[config.mk]
export PLATFORM = sky130hd
export DESIGN_NAME = fp_div
export DESIGN_NICKNAME = d
export VERILOG_FILES = /design/src/rtl/fp_div.sv
export SDC_FILE = /design/constraint.sdc
export NUM_CORES = 1
export LEC_CHECK = 0
export ABC_AREA = 1
export ABC_CLOCK_PERIOD_IN_PS = 4960
export BUFFER_PORTS_ARGS = -buffer_cell sky130_fd_sc_hd__buf_2
export CORE_MARGIN = 2
export CORE_UTILIZATION = 45
export DETAILED_ROUTE_END_ITERATION = 8
export GPL_ROUTABILITY_DRIVEN = 1
export GPL_TIMING_DRIVEN = 0
export PLACE_DENSITY_LB_ADDON = 0.25
export SKIP_LAST_GASP = 1
export SLEW_MARGIN = 40
export SYNTH_ARGS = -nofsm -noshare
export SYNTH_HDL_FRONTEND = slang
export SYNTH_SLANG_ARGS = --single-unit
[constraint.sdc]
create_clock -name clk -period 4.96 [get_ports clk]
set_clock_uncertainty 0.2 [all_clocks]
set_input_delay 0.496 -clock clk [delete_from_list [all_inputs] [get_ports clk]]
set_output_delay 0.496 -clock clk [all_outputs]
set_load 0.01 [all_outputs]
[src/rtl/fp_div.sv]
`default_nettype none
// fp_div: iterative radix-2 restoring IEEE-754 divider, one quotient bit per clock.
// Rounding is truncation unless FP_DIV_RNE_EN is defined (round-to-nearest-even).
module fp_div #(
  parameter int PRECISION = 32,
  parameter int EXPONENT  = 8,
  parameter int FRACTION  = 23,
  parameter int BIAS      = 127
) (
  input  logic                 clk,
  input  logic                 reset_n,
  input  logic                 in_valid,
  output logic                 in_ready,
  input  logic [PRECISION-1:0] a_operand,
  input  logic [PRECISION-1:0] b_operand,
  output logic                 out_valid,
  input  logic                 out_ready,
  output logic [PRECISION-1:0] result,
  output logic                 div_by_zero
);

  localparam int EW = EXPONENT + 2;
  localparam int MW = FRACTION + 1;
  localparam int RW = FRACTION + 2;
  localparam int QW = FRACTION + 3;
  localparam int CW = $clog2(QW + 1);
  localparam logic [CW-1:0]        ITER_LAST = CW'(QW - 1);
  localparam logic signed [EW-1:0] E_MAX     = EW'((1 << EXPONENT) - 1);
  localparam logic signed [EW-1:0] E_ZERO    = '0;
  localparam logic signed [EW-1:0] E_ONE     = EW'(1);
  localparam logic signed [EW-1:0] E_BIAS    = EW'(BIAS);
  localparam logic [PRECISION-1:0] QNAN      =
    {1'b0, {EXPONENT{1'b1}}, 1'b1, {(FRACTION-1){1'b0}}};

  typedef enum logic [2:0] {
    IDLE   = 3'd0,
    UNPACK = 3'd1,
    DIV    = 3'd2,
    NORM   = 3'd3,
    PACK   = 3'd4,
    DONE   = 3'd5
  } state_t;

  state_t                 state;
  logic [PRECISION-1:0]   a_q, b_q;
  logic                   sign_q;
  logic signed [EW-1:0]   e_q;
  logic [RW-1:0]          rem_q;
  logic [MW-1:0]          div_q;
  logic [QW-1:0]          q_q;
  logic [CW-1:0]          cnt_q;
  logic                   is_special;
  logic [PRECISION-1:0]   spec_res_q;
  logic                   spec_dbz_q;

  // Operand fields
  logic                   sa, sb;
  logic [EXPONENT-1:0]    ea, eb;
  logic [FRACTION-1:0]    fa, fb;
  assign {sa, ea, fa} = a_q;
  assign {sb, eb, fb} = b_q;

  // Exponent zero is treated as zero: subnormals are flushed.
  logic a_zero, b_zero, a_inf, b_inf, a_nan, b_nan, sign_w;
  assign a_zero = (ea == '0);
  assign b_zero = (eb == '0);
  assign a_inf  = (ea == '1) && (fa == '0);
  assign b_inf  = (eb == '1) && (fb == '0);
  assign a_nan  = (ea == '1) && (fa != '0);
  assign b_nan  = (eb == '1) && (fb != '0);
  assign sign_w = sa ^ sb;

  logic                 special;
  logic [PRECISION-1:0] spec_res;
  logic                 spec_dbz;

  always_comb begin
    special  = 1'b1;
    spec_res = QNAN;
    spec_dbz = 1'b0;
    if (a_nan || b_nan || (a_zero && b_zero) || (a_inf && b_inf)) begin
      spec_res = QNAN;
    end else if (a_inf) begin
      spec_res = {sign_w, {EXPONENT{1'b1}}, {FRACTION{1'b0}}};
    end else if (b_inf) begin
      spec_res = {sign_w, {(PRECISION-1){1'b0}}};
    end else if (b_zero) begin
      spec_res = {sign_w, {EXPONENT{1'b1}}, {FRACTION{1'b0}}};
      spec_dbz = 1'b1;
    end else if (a_zero) begin
      spec_res = {sign_w, {(PRECISION-1){1'b0}}};
    end else begin
      special  = 1'b0;
    end
  end

  // One restoring step
  logic          rem_ge;
  logic [RW-1:0] rem_diff, rem_next;
  assign rem_ge   = (rem_q >= {1'b0, div_q});
  assign rem_diff = rem_q - {1'b0, div_q};
  assign rem_next = rem_ge ? {rem_diff[RW-2:0], 1'b0} : {rem_q[RW-2:0], 1'b0};

`ifdef FP_DIV_RNE_EN
  logic sticky_q;
`else
  logic unused_lsbs;
  assign unused_lsbs = ^q_q[1:0];
`endif

  // Result packing from the normalised quotient (leading one at q_q[QW-1]).
  logic [FRACTION-1:0]  frac_t;
  logic                 round_up;
  logic [FRACTION:0]    frac_sum;
  logic signed [EW-1:0] e_fin;
  logic [PRECISION-1:0] pack_res;

  always_comb begin
    frac_t   = q_q[QW-2 -: FRACTION];
`ifdef FP_DIV_RNE_EN
    round_up = q_q[1] & (q_q[0] | sticky_q | frac_t[0]);
`else
    round_up = 1'b0;
`endif
    frac_sum = {1'b0, frac_t} + {{FRACTION{1'b0}}, round_up};
    e_fin    = frac_sum[FRACTION] ? (e_q + E_ONE) : e_q;
    if (e_fin >= E_MAX) begin
      pack_res = {sign_q, {EXPONENT{1'b1}}, {FRACTION{1'b0}}};
    end else if (e_fin <= E_ZERO) begin
      pack_res = {sign_q, {(PRECISION-1){1'b0}}};
    end else begin
      pack_res = {sign_q, e_fin[EXPONENT-1:0], frac_sum[FRACTION-1:0]};
    end
  end

  assign in_ready = reset_n && (state == IDLE);

  always_ff @(posedge clk or negedge reset_n) begin
    if (!reset_n) begin
      state       <= IDLE;
      a_q         <= '0;
      b_q         <= '0;
      sign_q      <= 1'b0;
      e_q         <= '0;
      rem_q       <= '0;
      div_q       <= '0;
      q_q         <= '0;
      cnt_q       <= '0;
      is_special  <= 1'b0;
      spec_res_q  <= '0;
      spec_dbz_q  <= 1'b0;
      out_valid   <= 1'b0;
      result      <= '0;
      div_by_zero <= 1'b0;
`ifdef FP_DIV_RNE_EN
      sticky_q    <= 1'b0;
`endif
    end else begin
      case (state)
        IDLE: begin
          if (in_valid) begin
            a_q   <= a_operand;
            b_q   <= b_operand;
            state <= UNPACK;
          end
        end
        UNPACK: begin
          sign_q     <= sign_w;
          e_q        <= $signed({2'b00, ea}) - $signed({2'b00, eb}) + E_BIAS;
          rem_q      <= {1'b0, 1'b1, fa};
          div_q      <= {1'b1, fb};
          q_q        <= '0;
          cnt_q      <= ITER_LAST;
          is_special <= special;
          spec_res_q <= spec_res;
          spec_dbz_q <= spec_dbz;
          state      <= special ? PACK : DIV;
        end
        DIV: begin
          rem_q <= rem_next;
          q_q   <= {q_q[QW-2:0], rem_ge};
          if (cnt_q == '0) begin
            state <= NORM;
          end else begin
            cnt_q <= cnt_q - 1'b1;
          end
        end
        NORM: begin
          // Quotient lies in (0.5, 2): at most one left shift is needed.
          if (!q_q[QW-1]) begin
            q_q <= {q_q[QW-2:0], 1'b0};
            e_q <= e_q - E_ONE;
          end
`ifdef FP_DIV_RNE_EN
          sticky_q <= (rem_q != '0);
`endif
          state <= PACK;
        end
        PACK: begin
          result      <= is_special ? spec_res_q : pack_res;
          div_by_zero <= is_special & spec_dbz_q;
          out_valid   <= 1'b1;
          state       <= DONE;
        end
        DONE: begin
          if (out_ready) begin
            out_valid   <= 1'b0;
            div_by_zero <= 1'b0;
            state       <= IDLE;
          end
        end
        default: state <= IDLE;
      endcase
    end
  end

endmodule
`default_nettype wire

==> reports/qor.txt <==
# DRC: 0
Fmax: 331 MHz
CTS root buffer: clkbuf_16
Total Nets Final: 1648
Area contributors post-synth: dfrtp_1 (45%), nand2_1 (9.9%), inv_1 (7.6%)
Grt ovf: 0
Sequential-to-total area share from yosys stat: 0.453
Setup violations, final: 0
Global-route wire length before repair: 47.3 mm
Post-DR wirelength/cell: 15.2 microns
Post-synth EDFFs: 0
DP HPWL: 21.6 mm
CP Capture Type: output port
Final Hold Viols: 0
WL final: 28.5 mm
CTS tree: yes
Clk sinks: 197
Initial Util: 0.461
Type of origin of the critical path: input port
CTS clk-pin slew, worst paths: 0.08 ns
Full die area: 25400 sq um
Fraction of synthesized cell area in xor and xnor cells: 0.0121
Critical path class: in2out
Fin. max-slew vios: 0
Largest net degree at the start of global routing: 73
Core box area: 23600 sq um
Worst-margin pin slew: 0.695 ns
Headroom to the max-slew limit: 0.537
Reg2reg path depth: 11
Worst-Skew Late Latency: 0.45 ns
Unrepaired setup endpoints after global routing: false
Clk buf depth: 2
Fin crit share: 0.609
Post-CTS sizing: 0
Synth Register Bits: 197
Die Y: 159 microns
Global placement routability congestion: 0.923
CP max FO: 72
Area leader, netlist: dfrtp_1
Maximum VDD drop: 314 uV
Post-synthesis simple-gate area fraction: 0.239
Die span in x: 159 microns
Area Overhead vs Synth: 15.0%
Pre-Repair DR Iteration Count: 6
Multiplexer share of the synthesized area: 0.00518
Ys flop type: dfrtp_1
HP Class: in2reg
Cell count of the worst hold path: 2
Worst hold slack: 0.0743 ns
Cells after Synth: 1416
Crit path DAT: 2.32 ns
Initial antenna violation count: 1
Post-route ant nets: 0
Cell variety after synth: 46
Power density over the cells: 775 nW/um^2
Dpl cell area: 11900 sq um
CTS Hold Bufs: 1
Post-Syn Area per Cell: 7.68 sq um
Vias in the first global route: 9347
Area share of the largest cell type after synthesis: 0.453
Worst EP required: 4.26 ns
Post-Route Utilization: 0.530
Synth async-reset ratio: 1.00
Proportion of layout cells with a drive suffix above 1: 0.126
Max-cap violations: 0
Mapped Nets: 1524
Number of buffers created by CTS: 17
Status: complete, no violations
Compound-Gate Fraction of Synth Area: 0.145
Count leader, synth: nand2_1
Filler instances: 2332
Synth Cell Area: 10900 sq um
Final non-filler cell area: 12500 sq um
I/O Buffers: 102
Initial DRC count: 519
Number of post-CTS setup repair buffers: 0
Post-Synth Adder-Cell Area: 0.0467
Top Ports: 103
Leakage power: 6.41 nW
Post-synth top cells: nand2_1 (287), inv_1 (220), dfrtp_1 (197)
Placement Rows: 56
GRT Util Overall: 0.230
Via/cell ratio: 5.14
Via count: 9619
Total negative slack: 0 ns
H-tree Lvls: 4
Tmin final: 3.02 ns
Syn. warnings: 0
Largest family of logic cells by synthesized area: simple AND/OR/NAND/NOR gates
==> logic make-up (layout without fill, tap and decap cells) <==
| kind of cell | Yosys count | count (layout) |
|---|---|---|
| flops | 197 | 197 |
| simple gates | 605 | 605 |
| mux | 5 | 5 |
| buf+inv | 272 | 409 |
| other cells | 0 | 1 |
| fa+ha+maj | 40 | 40 |
| compound gates | 282 | 282 |
| xor+xnor | 15 | 15 |
==> layout by cell type, fill, tap and decap left out, types with 2 or more instances in the layout <==
master and n:
nand2_1 287, inv_1 220, dfrtp_1 197, nor2_1 153, buf_2 114, a21oi_1 107, o21ai_0 101, nand3_1 100
ha_1 39, o22ai_1 38, nand4_1 31, clkbuf_1 24, clkbuf_16 17, xnor2_1 10, nor3_1 10, o21bai_2 9
clkinv_8 9, o21ai_1 8, inv_2 6, nor2_2 6, mux2_2 5, xor2_1 5, nand3b_1 4, o21bai_1 4
nor4_1 3, a31oi_1 3, buf_1 3, a21oi_2 3, nand2_2 3, buf_8 3, inv_6 3, o31ai_1 2
o21a_1 2, buf_6 2, buf_4 2, inv_12 2, buf_16 2
==> critical path: stages <==
cell and delay [ns]:
dlygate4sd3_1 0.56, buf_8 0.40, buf_16 0.37, inv_1 0.07
nor2_1 0.17, buf_2 0.16
==> final timing paths <==
path                                             from  slack (ns)                     end
worst min-delay path                    a_operand[25]        0.07     a_q[25]$_DFFE_PN0P_
worst max-delay path                          reset_n        1.94                in_ready
worst max register to register   rem_q[8]$_DFFE_PN0P_        2.35   rem_q[21]$_DFFE_PN0P_
worst min register to register  div_q[23]$_DFFE_PN0P_        0.27   div_q[23]$_DFFE_PN0P_
max in group asynchronous                     reset_n        3.09  result[14]$_DFFE_PN0P_
min in group asynchronous                     reset_n        0.36     b_q[15]$_DFFE_PN0P_
==> per-layer routing <==
metal	GRT usage	up-vias	share of wire
met1	0.334	4539	0.49
met3	0.0432	21	0.050
met2	0.361	213	0.45
met4	0.0459	0	0.010
li1	-	4846	-
met5	0	-	0
==> power breakdown <==
part           internal (W)  switching [W]  total [W]
combinational       0.00196        0.00366    0.00562
sequential          0.00223       0.000361    0.00259
clock              0.000703       0.000773    0.00148
total               0.00489        0.00480    0.00969
==> area by class of cell <==
type | count | area [sq um] | share of cell area
sequential | 197 | 4930 | 0.394
multi-input combinational | 947 | 4860 | 0.389
inverter | 226 | 848 | 0.0678
timing repair buffer | 105 | 586 | 0.0468
clock buffer | 17 | 425 | 0.0340
tap | 319 | 399 | 0.0319
buffer | 46 | 234 | 0.0187
clock inverter | 15 | 216 | 0.0173
antenna | 1 | 2.50 | 0.000200
==> state kept, by name, summed over array words and instances, names as in the netlist, 3 cells and up <==
| name | flops |
|---|---|
| cnt_q | 5 |
| rem_q | 25 |
| state | 3 |
| a_q | 32 |
| e_q | 10 |
| spec_res_q | 3 |
| q_q | 26 |
| result | 32 |
| b_q | 32 |
| div_q | 24 |
==> per-stage QoR <==
step	worst slack [ns]	power, W	cells
6_report	1.94	0.00969	1873
5_1_grt	1.77	0.0106	1873
4_1_cts	1.89	0.00969	1872
3_5_place_dp	2.41	0.00818	1839
3_3_place_gp	-0.187	0.00809	1837
2_1_floorplan	2.82	0.00672	1416
Note: power is estimated with default switching activity, not from simulation.
